[src/rtl/probe_target_pkg.sv]
// Shared types and default constants for the probe target counter.
package probe_target_pkg;

    localparam int DATA_W = 16;

    typedef logic [DATA_W-1:0] data_t;

    localparam data_t INIT_VAL = 16'h0000;
    localparam data_t STEP_VAL = 16'h0001;

endpackage : probe_target_pkg

[src/rtl/probe_target_top.sv]
// Free-running counter used as a probe/force target.
// The state lives in `r`, and `out` is a separate net driven from it by one
// continuous assignment. Keeping them apart means a force on `out` can never
// disturb `r`, while a force on `r` still shows through on `out`.
module probe_target_top
    import probe_target_pkg::*;
#(
    parameter int               WIDTH = DATA_W,
    parameter logic [WIDTH-1:0] INIT  = INIT_VAL,
    parameter logic [WIDTH-1:0] STEP  = STEP_VAL
) (
    input  logic             clock,
    input  logic             reset,
    output wire  [WIDTH-1:0] out
);

    logic [WIDTH-1:0] r;
    logic [WIDTH-1:0] r_d;

    // Next count: load INIT while reset is low, otherwise advance by STEP with natural wrap.
    always_comb begin
        r_d = r + STEP;
        if (!reset) begin
            r_d = INIT;
        end
    end

    // State register; this is the only place `r` is assigned.
    always_ff @(posedge clock) begin
        r <= r_d;
    end

    assign out = r;

endmodule : probe_target_top

[config.mk]
export PLATFORM = sky130hd
export DESIGN_NAME = probe_target_top
export DESIGN_NICKNAME = d
export VERILOG_FILES = /design/src/rtl/probe_target_pkg.sv /design/src/rtl/probe_target_top.sv
export SDC_FILE = /design/constraint.sdc
export NUM_CORES = 1
export LEC_CHECK = 0
export CORE_MARGIN = 10
export CORE_UTILIZATION = 45
export CTS_BUF_LIST = sky130_fd_sc_hd__clkbuf_4
export CTS_CLUSTER_SIZE = 30
export DETAILED_ROUTE_END_ITERATION = 8
export MAX_ROUTING_LAYER = met4
export PLACE_DENSITY_LB_ADDON = 0.08
export SLEW_MARGIN = 0
export SYNTH_ARGS = -nofsm -noshare
export SYNTH_HDL_FRONTEND = slang
export SYNTH_SLANG_ARGS = --single-unit
[constraint.sdc]
create_clock -name clock -period 2.8 [get_ports clock]
set_input_delay 0.84 -clock clock [delete_from_list [all_inputs] [get_ports clock]]
set_output_delay 0.84 -clock clock [all_outputs]
set_load 0.01 [all_outputs]
-- After elaboration in Yosys (flattened, before gate mapping)
Index checks and enable logic that the tools add are counted.
- add/subtract/negate cells: 1
- multipliers: 0
- divide/modulo/power cells: 0
- $lt $le $gt $ge: 0
- eq/ne operators: 0
- shift operators: 0
- multiplexer cells: 0
- bitwise logic cells: 0
- reductions and logical operators: 0
- operators by type and width (operator ; number):
    adder 16 x 1 -> 16 bit (second input constant) ; 1
- flip-flop bits (word level): 16
- bits in latches: 0
- RAM bits: 0
- ROM bits: 0
- word-level logic and storage cells: 2
- memories kept: 0

-- Depth between registers and ports, before layout
Gate-level depths: netlist of run 1.
- depth in word-level cells: 1
- depth in mapped cells: 4

-- Least setup slack after synthesis of run 1
No wires, ideal clock.
- path type: input port to flip-flop
- from: in reset
- to: reg r[2], in the netlist out[2]
- arrival time: 1421 ps
- required time: 2672 ps
- path slack: 1251 ps
- stages: 4
- cell sequence: clkbuf_1 inv_1 clkbuf_1 nor2_1
- RTL lines (element ; line ; text):
    from (decl) ; probe_target_top.sv:13 ; input logic reset,
    to (signal assigned) ; probe_target_top.sv:30 ; r <= r_d;
    to (decl) ; probe_target_top.sv:17 ; logic [WIDTH-1:0] r;
No word-level cell between the ends.

-- Worst setup path in the final report of run 1
- from: reg r[2], in the netlist out[2]
- to: out out[2]
- RTL lines (element ; line ; text):
    to (decl) ; probe_target_top.sv:14 ; output wire [WIDTH-1:0] out
No word-level cell between the ends.

==> results of run 1 <==
[area by class of cell]
cell class / count / area share [%]
inverters: 4 / 1.626
clock buffers: 3 / 2.439
repair buffers: 17 / 18.43
well taps: 16 / 2.168
flip-flops and latches: 16 / 34.69
multi-input cells: 59 / 40.65
[worst paths after layout]
path,start,to,slack [ns]
hold / removal,out[15],out[15],0.49
setup / recovery,out[2],out[2],0.60
hold reg to reg,out[15],out[15],0.49
setup reg to reg,out[0],out[14],1.23
[per-stage QoR]
| stage | utilization, % | cells | instance area [µm²] |
|---|---|---|---|
| after CTS | 60.59 | 115 | 923.4 |
| after detailed placement | 59.11 | 112 | 900.9 |
| after floorplan | - | 82 | 729.5 |
| after global routing | 60.59 | 115 | 923.4 |
| after global placement | 59.11 | 112 | 900.9 |
| final | 60.59 | 115 | 923.4 |
[where the power goes]
part	total, mW	switching, mW	internal (mW)
clock	0.120	0.0702	0.0500
sequential	0.237	0.00588	0.231
combinational	0.0228	0.0113	0.0115
[synth_stat cells]
master	instances	area share [%]
dfxtp_1	16	44
nand2_1	8	4.1
a21oi_1	7	4.8
nand3_1	6	4.1
inv_1	4	2.1
mux2i_1	4	5.5
nand2b_1	4	3.4
nor2_1	4	2.1
nor4_1	4	3.4
o31ai_1	4	4.1
or4_1	4	4.1
o21ai_0	3	2.1
clkbuf_1	2	1.0
nand4_1	2	1.7
or3_2	2	2.1
xor2_1	2	2.4
and2_1	1	0.86
buf_6	1	1.5
ha_1	1	1.7
nand4_4	1	2.9
or3_1	1	0.86
xnor2_1	1	1.2
[layer usage]
layer  GRT usage [%]  vias to the layer above
li1                -                      331
met5               -                        -
met1           12.23                      302
met4           2.885                        0
met2           13.09                       14
met3           3.814                        2
[cells by family after synthesis]
| family | Yosys count |
|---|---|
| simple gates | 37 |
| buf+inv | 7 |
| fa+ha+maj | 1 |
| flops | 16 |
| compound gates | 14 |
| mux | 4 |
| xor+xnor | 3 |
==> impl_metrics.tcl, run 1 <==
set metrics [dict create \
    syn_avg_cell_area_um2 8.896 \
    cts_max_level 1 \
    maxCapViolations 0 \
    max_stage_delay_ns 0.60 \
    rows 14 \
    die_h_um 60.26 \
    clk_path_buf_depth 2 \
    skew_ns 0.002429 \
    ir_drop_mv 0.3304 \
    wirelength_um 1571 \
    multi_input_area_um2 375.4 \
    tns_ns 0 \
    synth-compound-area-share_pct 10.98 \
    synth-simple-area-share_pct 29.67 \
    n_fill_cell 128 \
    period_needed_ns 2.200 \
    timing.final.ws_setup_ns 0.5999 \
    synth_fa_ha_area_share_pct 1.715 \
    synthMuxAreaShare_pct 5.489 \
    yosysSeqAreaShare_pct 43.91 \
    syn_area_um2 729.5 \
    fmax_mhz 454.5 \
    postRouteAntennaNets 0 \
    first_iter_violations 7 \
    core_um2 1524 \
    cts_root_buf "clkbuf_4" \
    die_area_um2 3631 \
    path_depth 1 \
    holdBufCountCts 0 \
    antenna_found_initial 0 \
    required_ns 1.96 \
    cts_tree "built" \
    drv_slew 0 \
    diodes 0 \
    clk_latency_ns 0.29 \
    dr_wl_met3_um 74 \
    endpoint_kind "output port" \
    fin_nets 104 \
    leakage_nw 0.2962 \
    synth_xor_area_share_pct 3.602 \
    maxUsedRoutingLayer "met4" \
    post-route-period-util_pct 78.57 \
    finalSetupViolCount 0 \
    ios 18 \
    ys_warn_count 0 \
    syn-num-nets 85 \
    cts_setup_buffers 0 \
    numPortBuffers 17 \
    timing.critical_path.buf_inv 1 \
    power.density_nw_per_um2 411.4 \
    met1_length_um 761 \
    cp_cell_sequence "clkdlybuf4s50_1" \
    crit_type "reg -> out" \
    start_util_pct 47.87 \
    arrival_ns 1.36 \
    outcome "finished clean" \
    wl_met2_um 718 \
    worstPathMaxFanout 6 \
    drc 0 \
    final_common_cell "clkdlybuf4s50_1" \
    first_global_vias 563 \
    hp-class "reg -> reg" \
    wire_per_inst_um 13.66 \
    largest_reg_flops 16 \
    gp_congestion 0.7608 \
    grt_max_degree 17 \
    ff2ff_path_depth 4 \
    hold_ws_ns 0.4851 \
    post_cts_resized 0 \
    synth_top_family_by_area "simple AND/OR/NAND/NOR gates" \
    grt_pass1_wl_um 2642 \
    ys_types 22 \
    grt.overflow.total 0 \
    worstMarginPinSlew_ns 0.3634 \
    clkTransAtPathRegs_ns 0.09 \
    avgViaCountPerCell 5.643 \
    hold_depth 2 \
    cts_sinks 16 \
    critPathTopFamily "buffers and inverters" \
    layout-drive-gt1-share_pct 6.061 \
    crit_path_start_kind "register" \
    ys_seq_elements 16 \
    cp_slowest_cell "clkdlybuf4s50_1" \
    numCtsBuffers 3 \
    seq_area_um2 320.3 \
    report.final.hold_viol_count 0 \
    die_x_um 60.26 \
    via_count 649 \
    area_delta_synth_final_pct 26.59 \
    dp_hpwl_um 1130 \
    grt_usage_pct 9.487 \
    dr.pass1.iters 4 \
    syn_inst 82 \
    slew_headroom_pct 75.55 \
    report.power.total_mw 0.3799 \
    rsz0062_at_grt "no" \
    pre_cts_slack_ns 0.8247 \
    final_cell_mix "17 x clkdlybuf4s50_1, 16 x dfxtp_1, 8 x nand2_1, 7 x a21oi_1, 6 x nand3_1" \
]
(Power assumes the default switching activity.)
==> run 2: changes to the inputs <==
==> constraint.sdc (replaced) <==
create_clock -name clock -period 2.15 [get_ports clock]
set_input_delay 0.645 -clock clock [delete_from_list [all_inputs] [get_ports clock]]
set_output_delay 0.645 -clock clock [all_outputs]
set_load 0.01 [all_outputs]
==> impl_metrics.tcl, run 2 (synthesis results as in run 1) <==
set metrics [dict create \
    maxCapViolations 0 \
    dr.pass1.iters 4 \
    clk_latency_ns 0.29 \
    ff2ff_path_depth 4 \
    core_um2 1524 \
    cts_setup_buffers 0 \
    largest_reg_flops 16 \
    reg2reg_from "out[0]" \
    cp_slowest_cell "clkdlybuf4s50_1" \
    report.power.total_mw 0.5017 \
    crit_type "reg -> out" \
    die_x_um 60.26 \
    critPathCapture "out[2]" \
    fin_nets 105 \
    tns_ns 0 \
    grt_max_degree 17 \
    grt_pass1_wl_um 2711 \
    worstPathMaxFanout 6 \
    avgViaCountPerCell 5.564 \
    period_needed_ns 1.992 \
    cp_cell_sequence "clkdlybuf4s50_1" \
    rows 14 \
    n_fill_cell 139 \
    crit_start "out[2]" \
    pre_cts_slack_ns 0.4700 \
    numCtsBuffers 3 \
    seq_area_um2 320.3 \
    clk_path_buf_depth 2 \
    drv_slew 0 \
    die_area_um2 3631 \
    skew_ns 0.007129 \
    outcome "finished clean" \
    ios 18 \
    critPathTopFamily "buffers and inverters" \
    r2r_end "out[10]" \
    wirelength_um 1588 \
    crit_path_start_kind "register" \
    multi_input_area_um2 375.4 \
    final_common_cell "clkdlybuf4s50_1" \
    wire_per_inst_um 13.57 \
    via_count 651 \
    cts_tree "built" \
    post_cts_resized 0 \
    post-route-period-util_pct 92.67 \
    path_depth 1 \
    layout-drive-gt1-share_pct 6.931 \
    design_area_um2 934.6 \
    clkTransAtPathRegs_ns 0.10 \
    max_stage_delay_ns 0.59 \
    slew_headroom_pct 76.40 \
    area_delta_synth_final_pct 28.13 \
    postRouteAntennaNets 0 \
    fmax_mhz 501.9 \
    grt_usage_pct 9.922 \
    place_area_um2 908.4 \
    rsz0062_at_grt "no" \
    gp_congestion 0.7375 \
    final_cell_mix "17 x clkdlybuf4s50_1, 16 x dfxtp_1, 8 x nand2_1, 7 x a21oi_1, 6 x nand3_1" \
    r2r_slack_ns 0.57 \
    cts_root_buf "clkbuf_4" \
    power.density_nw_per_um2 536.8 \
    cts_max_level 1 \
    diodes 0 \
    timing.final.ws_setup_ns 0.1577 \
    first_global_vias 607 \
    report.final.hold_viol_count 0 \
    dp_hpwl_um 1158 \
    timing.critical_path.buf_inv 1 \
    numPortBuffers 17 \
    endpoint_kind "output port" \
    start_util_pct 47.87 \
    ir_drop_mv 0.2987 \
    drc 0 \
    first_iter_violations 7 \
    holdBufCountCts 0 \
    antenna_found_initial 0 \
    cts_sinks 16 \
    hp-class "reg -> reg" \
    finalSetupViolCount 0 \
    leakage_nw 0.3026 \
    grt.overflow.total 0 \
    die_h_um 60.26 \
    required_ns 1.50 \
    worstMarginPinSlew_ns 0.3507 \
    arrival_ns 1.35 \
]
## run 2: layout make-up
| cell class | instances | area share, % |
|---|---|---|
| Multi-Input combinational cell | 59 | 40.16 |
| Timing Repair Buffer | 18 | 19.01 |
| Sequential cell | 16 | 34.27 |
| Clock buffer | 3 | 2.410 |
| Tap cell | 16 | 2.142 |
| Inverter | 4 | 1.606 |
| Clock inverter | 1 | 0.4016 |
## run 2: how the worst min path moves through the flow
stage,startpoint,end,slack (ns),cells past startpoint
after floorplan,out[15],out[15],0.49,2
after global placement,out[15],out[15],0.45,2
after detailed placement,out[15],out[15],0.46,2
after CTS,out[15],out[15],0.48,2
after global routing,out[14],out[14],0.52,2
final,out[15],out[15],0.48,2
## run 2: report_power, final
group / internal [mW] / leakage (nW) / switching, mW
clock network: 0.0674 / 0.0154 / 0.0953
logic: 0.0159 / 0.158 / 0.0149
registers: 0.301 / 0.129 / 0.00735
total: 0.384 / 0.303 / 0.117
## run 2: layer usage
layer	vias to the layer above	GRT usage [%]	routed length, µm
met2	13	13.53	700
met5	-	-	0
met3	2	3.390	99
met4	0	5.769	13
met1	301	12.23	774
li1	335	-	-
## run 2: through the flow
| stage | cells | hold slack [ns] | util (%) |
|---|---|---|---|
| global route | 117 | 0.5229 | 61.33 |
| global placement | 113 | 0.4523 | 59.61 |
| detailed placement | 113 | 0.4589 | 59.61 |
| floorplan | 82 | 0.4863 | - |
| finish | 117 | 0.4775 | 61.33 |
| CTS | 117 | 0.4799 | 61.33 |
==> run 3: changes to the inputs <==
--- a/config.mk
+++ b/config.mk
@@ -8,7 +8,6 @@
 export CORE_MARGIN = 10
 export CORE_UTILIZATION = 45
 export CTS_BUF_LIST = sky130_fd_sc_hd__clkbuf_4
-export CTS_CLUSTER_SIZE = 30
 export DETAILED_ROUTE_END_ITERATION = 8
 export MAX_ROUTING_LAYER = met4
 export PLACE_DENSITY_LB_ADDON = 0.08
==> results of run 3 <==
No change in the layout: final DEF, timing and power equal those of run 2.
